--- config.mk ---
export PLATFORM = sky130hd
export DESIGN_NAME = lifo_stack
export DESIGN_NICKNAME = d
export VERILOG_FILES = /design/src/rtl/lifo_pkg.sv /design/src/rtl/lifo_mem.sv /design/src/rtl/lifo_stack.sv
export SDC_FILE = /design/constraint.sdc
export NUM_CORES = 1
export LEC_CHECK = 0
export ABC_CLOCK_PERIOD_IN_PS = 3350
export BUFFER_PORTS_ARGS = -buffer_cell sky130_fd_sc_hd__buf_2
export CORE_MARGIN = 2
export CORE_UTILIZATION = 58
export CTS_BUF_LIST = sky130_fd_sc_hd__clkbuf_16
export DETAILED_ROUTE_END_ITERATION = 8
export GPL_TIMING_DRIVEN = 0
export MAX_ROUTING_LAYER = met4
export PLACE_DENSITY = 0.89
export SLEW_MARGIN = 20
export SYNTH_ARGS = -nofsm -noshare
export SYNTH_HDL_FRONTEND = slang
export SYNTH_SLANG_ARGS = --single-unit
--- constraint.sdc ---
create_clock -name clk -period 3.35 [get_ports clk]
set_input_delay 0.5025 -clock clk [delete_from_list [all_inputs] [get_ports clk]]
set_output_delay 0.5025 -clock clk [all_outputs]
set_load 0.02 [all_outputs]
--- src/rtl/lifo_pkg.sv ---
// lifo_pkg: shared definitions for the lifo_stack block.
//   - default data width and depth
//   - level/address width helpers
//   - opcodes for the decoded per-cycle request
package lifo_pkg;

    localparam int unsigned DefDataW = 8;
    localparam int unsigned DefDepth = 8;

    // Decoded request, one per clock. Flush outranks any push/pop pair.
    localparam logic [2:0] OpNop   = 3'd0;
    localparam logic [2:0] OpPush  = 3'd1;
    localparam logic [2:0] OpPop   = 3'd2;
    localparam logic [2:0] OpRepl  = 3'd3;
    localparam logic [2:0] OpFlush = 3'd4;

    // Width needed to hold 0..depth inclusive.
    function automatic int unsigned lvl_width(input int unsigned depth);
        return $clog2(depth + 1);
    endfunction

    // Width needed to address entries 0..depth-1.
    function automatic int unsigned addr_width(input int unsigned depth);
        return (depth > 1) ? $clog2(depth) : 1;
    endfunction

endpackage

--- src/rtl/lifo_mem.sv ---
// lifo_mem: DEPTH x DATA_W register array, synchronous write, asynchronous read.
// Ports:
//   clk    in   write clock
//   we     in   write enable
//   waddr  in   write address
//   wdata  in   write data
//   raddr  in   read address
//   rdata  out  read data (combinational)
// Contents are never reset.
module lifo_mem #(
    parameter int unsigned DATA_W = 8,
    parameter int unsigned DEPTH  = 8,
    parameter int unsigned AW     = 3
) (
    input  logic              clk,
    input  logic              we,
    input  logic [AW-1:0]     waddr,
    input  logic [DATA_W-1:0] wdata,
    input  logic [AW-1:0]     raddr,
    output logic [DATA_W-1:0] rdata
);

    logic [DATA_W-1:0] mem_q [DEPTH];

    always_ff @(posedge clk) begin
        if (we) begin
            mem_q[waddr] <= wdata;
        end
    end

    // With a non-power-of-two depth, raddr can point past the array while the
    // stack is empty; the value is unused then, so return zero.
    assign rdata = (32'(raddr) < DEPTH) ? mem_q[raddr] : '0;

endmodule

--- src/rtl/lifo_stack.sv ---
// lifo_stack: parametrised LIFO stack controller with replace-top, flush,
// fill level, almost-full warning and overflow/underflow reporting.
// Ports:
//   clk          in   clock, rising edge
//   rst          in   asynchronous active-high reset
//   din          in   push data
//   push/pop     in   requests, sampled every clock
//   flush        in   synchronous clear, outranks push/pop
//   dout         out  data of the last accepted pop (registered)
//   pushed       out  push accepted pulse
//   popped       out  pop accepted pulse, dout valid
//   full/empty   out  level == DEPTH / level == 0
//   almost_full  out  level >= AFULL_TH
//   level        out  stored entry count
//   ovf/udf      out  push rejected (full) / pop rejected (empty)
// Build option: LIFO_ERR_STICKY_EN makes ovf/udf sticky until rst or flush;
// otherwise they are one-cycle pulses.
module lifo_stack
    import lifo_pkg::*;
#(
    parameter int unsigned DATA_W   = DefDataW,
    parameter int unsigned DEPTH    = DefDepth,
    parameter int unsigned AFULL_TH = DEPTH - 1
) (
    input  logic                           clk,
    input  logic                           rst,
    input  logic [DATA_W-1:0]              din,
    input  logic                           push,
    input  logic                           pop,
    input  logic                           flush,
    output logic [DATA_W-1:0]              dout,
    output logic                           pushed,
    output logic                           popped,
    output logic                           full,
    output logic                           empty,
    output logic                           almost_full,
    output logic [lvl_width(DEPTH)-1:0]    level,
    output logic                           ovf,
    output logic                           udf
);

    localparam int unsigned LVL_W = lvl_width(DEPTH);
    localparam int unsigned AW    = addr_width(DEPTH);

    localparam logic [LVL_W-1:0] LvlFull  = LVL_W'(DEPTH);
    localparam logic [LVL_W-1:0] LvlAfull = LVL_W'(AFULL_TH);

    logic [LVL_W-1:0]  level_q, level_d;
    logic [DATA_W-1:0] dout_q;
    logic              pushed_q, popped_q, ovf_q, udf_q;

    logic [2:0]        op;
    logic              ovf_set, udf_set;

    logic              mem_we;
    logic [AW-1:0]     top_addr, mem_waddr;
    logic [DATA_W-1:0] mem_rdata;

    // Request decode
    always_comb begin
        op      = OpNop;
        ovf_set = 1'b0;
        udf_set = 1'b0;
        if (flush) begin
            op = OpFlush;
        end else if (push && pop) begin
            if (level_q != '0) begin
                op = OpRepl;
            end else begin
                // Empty: the push still goes through, the pop is rejected.
                op      = OpPush;
                udf_set = 1'b1;
            end
        end else if (push) begin
            if (level_q != LvlFull) begin
                op = OpPush;
            end else begin
                ovf_set = 1'b1;
            end
        end else if (pop) begin
            if (level_q != '0) begin
                op = OpPop;
            end else begin
                udf_set = 1'b1;
            end
        end
    end

    always_comb begin
        case (op)
            OpFlush: level_d = '0;
            OpPush:  level_d = level_q + LVL_W'(1);
            OpPop:   level_d = level_q - LVL_W'(1);
            default: level_d = level_q;
        endcase
    end

    // Storage addressing: a push writes one above the top, replace overwrites
    // the top in place while its old value is read out.
    assign top_addr  = AW'(level_q - LVL_W'(1));
    assign mem_waddr = (op == OpPush) ? AW'(level_q) : top_addr;
    assign mem_we    = (op == OpPush) || (op == OpRepl);

    lifo_mem #(
        .DATA_W (DATA_W),
        .DEPTH  (DEPTH),
        .AW     (AW)
    ) u_mem (
        .clk    (clk),
        .we     (mem_we),
        .waddr  (mem_waddr),
        .wdata  (din),
        .raddr  (top_addr),
        .rdata  (mem_rdata)
    );

    always_ff @(posedge clk or posedge rst) begin
        if (rst) begin
            level_q  <= '0;
            dout_q   <= '0;
            pushed_q <= 1'b0;
            popped_q <= 1'b0;
            ovf_q    <= 1'b0;
            udf_q    <= 1'b0;
        end else begin
            level_q  <= level_d;
            pushed_q <= (op == OpPush) || (op == OpRepl);
            popped_q <= (op == OpPop) || (op == OpRepl);
            if ((op == OpPop) || (op == OpRepl)) begin
                dout_q <= mem_rdata;
            end
`ifdef LIFO_ERR_STICKY_EN
            ovf_q <= (op == OpFlush) ? 1'b0 : (ovf_q | ovf_set);
            udf_q <= (op == OpFlush) ? 1'b0 : (udf_q | udf_set);
`else
            ovf_q <= ovf_set;
            udf_q <= udf_set;
`endif
        end
    end

    assign dout        = dout_q;
    assign pushed      = pushed_q;
    assign popped      = popped_q;
    assign ovf         = ovf_q;
    assign udf         = udf_q;
    assign level       = level_q;
    assign full        = (level_q == LvlFull);
    assign empty       = (level_q == '0);
    assign almost_full = (level_q >= LvlAfull);

endmodule
Word level (Yosys, flattened, before mapping)
Memory sizes are Yosys's and may differ from the RTL's. A register that Yosys moved wholly into a read port is not among the register bits.
Cells that the tools add are included.
Word-level totals
  bits in writable memories: 64
  input bits: 13
  memories kept: 1
  register bits: 8
Memory list
  u_mem.mem_q: depth 8, width 8, rd ports 1, clocked after Yosys merged registers in 1, wr ports 1, line lifo_mem.sv:23  | logic [DATA_W-1:0] mem_q [DEPTH];
Cells by class
  magnitude comparators: 1
  mux-type cells: 20
  reductions and logical operators: 6
  add/sub/neg operators: 2
  equality and inequality tests: 6
Operators by type and width (number)
  1-bit two-way mux: 12
  3-bit two-way mux: 4
  4-bit case mux with 3 select lines: 1
  3-bit by 2-bit equality test with 1-bit output, second input constant: 2
  2-bit two-way mux: 3
  4-bit by 1-bit adder with 4-bit output, second input constant: 1
  4-bit equality test, second input constant: 1
  4-bit by 3-bit greater-or-equal comparator with 1-bit output, second input constant: 1
  4-bit logical NOT: 1
  4-bit inequality test, second input constant: 1
  4-bit nonzero test: 1
  4-bit by 1-bit subtractor with 4-bit output, second input constant: 1
  3-bit by 1-bit equality test with 1-bit output, second input constant: 1
  3-bit equality test, second input constant: 1
  3-bit nonzero test: 1
  1-bit logical OR: 2
  1-bit logical AND: 1

Longest topological paths before layout
  depth after elaboration: 10
  gate-level depth with buffers: 9

By module
From an unflattened synthesis, not the netlist that was laid out.
Unflattened totals
  cells, all modules: 185
  area total of the unflattened synthesis: 3414.5 um2
By module, submodules not included
  lifo_mem: cells each 106, area each 2531.2 um2, instances 1
  lifo_stack: cells each 79, area each 883.3 um2, instances 1

Least setup slack after synthesis
Ideal clock, no wire load.
  kind: reg-to-reg
  from: register level_q[0] (netlist: level[0])
  to: memory u_mem.mem_q[0][0], enable pin
  stages on the path, launching flop included: 10
  path buffers: 1
  setup slack: 0.262 ns
  data arrival time: 2.705 ns
  library setup time: 0.383 ns
  cell sequence: dfrtp_1 > inv_1 > ha_1 > buf_6 > and3b_1 > a211o_1 > inv_1 > ha_1 > nand2b_1 > nor3_1
On the way
  cells in the longest elaborated chain, start to end: 10
  elaborated cells on any way between the ends: 16
  those cells by class: add/sub: 1; eq/ne: 3; mux: 10; reduce/logical: 2
Ends and longest elaborated chain
  start: declaration: line lifo_stack.sv:48  | logic [LVL_W-1:0] level_q, level_d;
  start signal: assignment: line lifo_stack.sv:126  | level_q <= level_d;
  4-bit nonzero test: line lifo_stack.sv:67, lifo_stack.sv:81
  2-bit two-way mux: line lifo_stack.sv:81  | if (level_q != '0) begin
  2-bit two-way mux: line lifo_stack.sv:80  | end else if (pop) begin
  3-bit two-way mux: line lifo_stack.sv:74  | end else if (push) begin
  3-bit two-way mux: line lifo_stack.sv:66  | end else if (push && pop) begin
  3-bit two-way mux: line lifo_stack.sv:64  | if (flush) begin
  3-bit by 1-bit equality test with 1-bit output or 3-bit by 2-bit equality test with 1-bit output (tied branches): line lifo_stack.sv:101, lifo_stack.sv:102
  1-bit logical OR: line lifo_stack.sv:102  | assign mem_we = (op == OpPush) || (op == OpRepl);
  1-bit two-way mux: line lifo_mem.sv:26  | if (we) begin
  1-bit two-way mux (not written as such): line lifo_mem.sv:27  | mem_q[waddr] <= wdata;
  end: declaration: line lifo_mem.sv:23
Several ways; a longest one is shown, not always the timed one.

Worst setup path after layout
  from: register level_q[0] (netlist: level[0])
  to: memory u_mem.mem_q[2][5], enable pin
The elaborated chain is that of the path after synthesis.

==> impl_metrics.env <==
export IMPL_status="complete, no violations"
export IMPL_cts_htree_levels=3
export IMPL_critical_path_peak_fanout=9
export IMPL_dpl_instance_area_um2=3660
export IMPL_period_needed_ns=3.27
export IMPL_timing_final_crit_share_pct=97.5
export IMPL_synth_yosys_warnings=0
export IMPL_via_count=2064
export IMPL_grt_max_degree=17
export IMPL_power_static_leakage_nw=1.54
export IMPL_clock_tree_buffer_depth=2
export IMPL_max_cap_violations=0
export IMPL_yosys_cell_count_top_type="sky130_fd_sc_hd__edfxtp_1"
export IMPL_drt_initial_drc_count=267
export IMPL_critical_path_arrival_ns=3.23
export IMPL_timing_reg2reg_worst_path_depth=9
export IMPL_hold_viol=0
export IMPL_fraction_of_registers_with_async_set_or_reset_after_synthesis_pct=20.0
export IMPL_design_core_area_um2=5570
export IMPL_number_of_antenna_repair_diodes=0
export IMPL_netlist_top_cells_count="64 x sky130_fd_sc_hd__edfxtp_1, 33 x sky130_fd_sc_hd__mux2i_1, 16 x sky130_fd_sc_hd__a22o_1, 16 x sky130_fd_sc_hd__dfrtp_1, 12 x sky130_fd_sc_hd__nand2_1"
export IMPL_wl_per_cell_um=20.0
export IMPL_highest_clock_rate_mhz=306
export IMPL_worst_r2r_endpoint="u_mem.mem_q[2][5]"
export IMPL_floorplan_die_width_um=80.3
export IMPL_ys_types=41
export IMPL_vias_per_cell=6.05
export IMPL_ioPinCount=32
export IMPL_worst_setup_path_startpoint="level[0]"
export IMPL_synth_top_cell_area_share_pct=57.0
export IMPL_crit_type="register to register"
export IMPL_yosys_most_used_dff="sky130_fd_sc_hd__edfxtp_1"
export IMPL_clk_transition_reported_paths_ns=0.06
export IMPL_ys_seq_elements=80
export IMPL_setup_viol=0
export IMPL_vdd_drop_max_mv=0.537
export IMPL_wirelength_mm=6.83
export IMPL_power_density_nw_per_um2=825
export IMPL_portBuffers=31
export IMPL_clock_skew_final_ns=0.00528
export IMPL_clock_sink_count=80
export IMPL_post_synth_cell_area_avg_um2=15.2
export IMPL_layout_area_overhead_vs_synth_pct=17.4
export IMPL_die_height_um=80.3
export IMPL_number_of_antenna_violations_at_the_first_check_in_global_routing=0
export IMPL_tritoncts_num_buffers=9
export IMPL_r2r_setup_slack_ns=0.08
export IMPL_synthDominantAreaCellType="sky130_fd_sc_hd__edfxtp_1"
export IMPL_gp_routability_congestion=0.843
export IMPL_syn_inst=222
export IMPL_synth_enable_flop_cells=64
export IMPL_fin_nets=280
export IMPL_cts_repair_timing_setup_buffer_count=0
export IMPL_min_path_type="primary input to async pin"
export IMPL_first_pass_iters=4
export IMPL_worst_endpoint_required_ns=3.31
export IMPL_synth_sequential_area_ratio_pct=68.9
export IMPL_finalInstanceArea_um2=3960
export IMPL_critPathCapture="u_mem.mem_q[2][5]"
export IMPL_final_worst_hold_slack_ns=0.257
export IMPL_number_of_core_rows=27
export IMPL_start_util_pct=60.5
export IMPL_residual_antenna_violating_net_count_after_detailed_routing=0
export IMPL_remaining_drc_errors=0
export IMPL_synth_area_leaders="sky130_fd_sc_hd__edfxtp_1 57%, sky130_fd_sc_hd__dfrtp_1 12%, sky130_fd_sc_hd__mux2i_1 9.8%"
export IMPL_synth_nets=238
export IMPL_gr_usage_all_layers_pct=23.8
export IMPL_cts_root_buffer="sky130_fd_sc_hd__clkbuf_16"
export IMPL_timing_final_max_slew_violations=0
export IMPL_r2r_start="level[0]"
export IMPL_first_pass_grt_wire_length_mm=10.3
export IMPL_die_area_um2=6440
export IMPL_tritoncts="done"
export IMPL_critPathLaunchType="register"
export IMPL_post_synth_instance_area_um2=3370
export IMPL_fraction_of_final_layout_cells_with_drive_strength_greater_than_1_pct=24.2
export IMPL_dp_hpwl_mm=4.23
export IMPL_worst_pin_slew_ns=0.950
export IMPL_first_global_vias=1982
export IMPL_timing_slew_headroom_pct=36.1
export IMPL_grt_overflow_total=0
export IMPL_end_kind="register"
export IMPL_unrepaired_setup_endpoints_after_global_routing="true"
export IMPL_clock_latency_ns=0.33
[what timing repair did]
action,CTS,global route
resized for setup,0,1
setup endpoints to repair,0,24
hold buffers,0,0
[through the flow]
step / util, % / setup slack (ns) / std cells / power [mW] / TNS (ns)
4_1_cts: 70.9 / 0.0529 / 341 / 3.27 / 0
3_3_place_gp: 64.9 / -0.167 / 325 / 2.26 / -3.91
2_1_floorplan: - / 0.262 / 222 / 2.01 / 0
3_5_place_dp: 65.6 / 0.127 / 325 / 2.31 / 0
6_report: 71.0 / 0.0822 / 341 / 3.27 / 0
5_1_grt: 71.0 / -0.0747 / 341 / 3.41 / -1.49
[where the power goes]
part / switching [mW] / internal (mW)
sequential: 0.0676 / 1.19
combinational: 0.645 / 0.408
clock: 0.381 / 0.576
[state kept, by name (all words and copies together) (netlist names)]
register,cells
level,4
u_mem.mem_q,64
dout,8
udf,1
ovf,1
popped,1
pushed,1
[metal layers]
layer  vias to the layer above  wire [um]  track usage [%]
met5                         -          0                -
met4                         0        130             10.0
met3                        14        475             6.85
met2                        84       3530             38.1
met1                      1022       2690             28.6
li1                        944          -                -
[worst max-delay path, cell delays in order, from the launching register on]
cell and delay [ns]:
sky130_fd_sc_hd__dfrtp_1 0.56, sky130_fd_sc_hd__inv_1 0.16, sky130_fd_sc_hd__ha_1 0.25, sky130_fd_sc_hd__buf_6 0.14, sky130_fd_sc_hd__and3b_1 0.19, sky130_fd_sc_hd__a211o_1 0.30, sky130_fd_sc_hd__inv_1 0.10, sky130_fd_sc_hd__ha_1 0.23
sky130_fd_sc_hd__nand2b_1 0.28, sky130_fd_sc_hd__nor3_2 0.68
[cells by family (layout without fill, tap and decap cells)]
logic type                 Yosys count  after routing  share of synthesized area, %
DFF                                 80             80                          68.9
muxes                               33             33                          9.80
buffers and inverters               19             66                          2.52
AOI/OAI and AO/OA                   40             40                          10.1
xor gates and xnor gates             1              1                         0.260
adders and majority gates            3              3                          1.11
and+or+nand+nor                     46             46                          7.35
[cells in the final DEF (no fill, tap or decap), types with 3 or more instances in the layout]
cell                        netlist  final
sky130_fd_sc_hd__buf_2            5     36
sky130_fd_sc_hd__a22o_1          16     16
sky130_fd_sc_hd__clkbuf_16        0      9
sky130_fd_sc_hd__nor2_1           4      4
sky130_fd_sc_hd__nand2_1         12     12
sky130_fd_sc_hd__nor3_2           0      7
sky130_fd_sc_hd__inv_1            9      9
sky130_fd_sc_hd__o31ai_1          8      8
sky130_fd_sc_hd__mux2i_1         33     33
sky130_fd_sc_hd__ha_1             3      3
sky130_fd_sc_hd__nand2b_1         7      7
sky130_fd_sc_hd__and2_1           3      3
sky130_fd_sc_hd__dfrtp_1         16     16
sky130_fd_sc_hd__edfxtp_1        64     64
[worst min path at each step]
stage          startpoint  endpoint  slack [ns]
6_report              rst   dout[2]        0.26
5_1_grt               rst   dout[0]        0.31
4_1_cts               rst   dout[3]        0.28
3_5_place_dp      dout[2]   dout[2]        0.46
3_3_place_gp      dout[7]   dout[7]        0.46
2_1_floorplan         rst   dout[0]        0.42
[cell type report]
cell class	count	area (um2)
fillers	369	1610
inverters	10	37.5
clock buffers	9	225
clock inverters	7	71.3
plain buffers	9	47.5
repair buffers	31	155
multi-input cells	123	1010
well taps	72	90.1
flip-flops and latches	80	2320
Power figures use the tool's default switching activity.
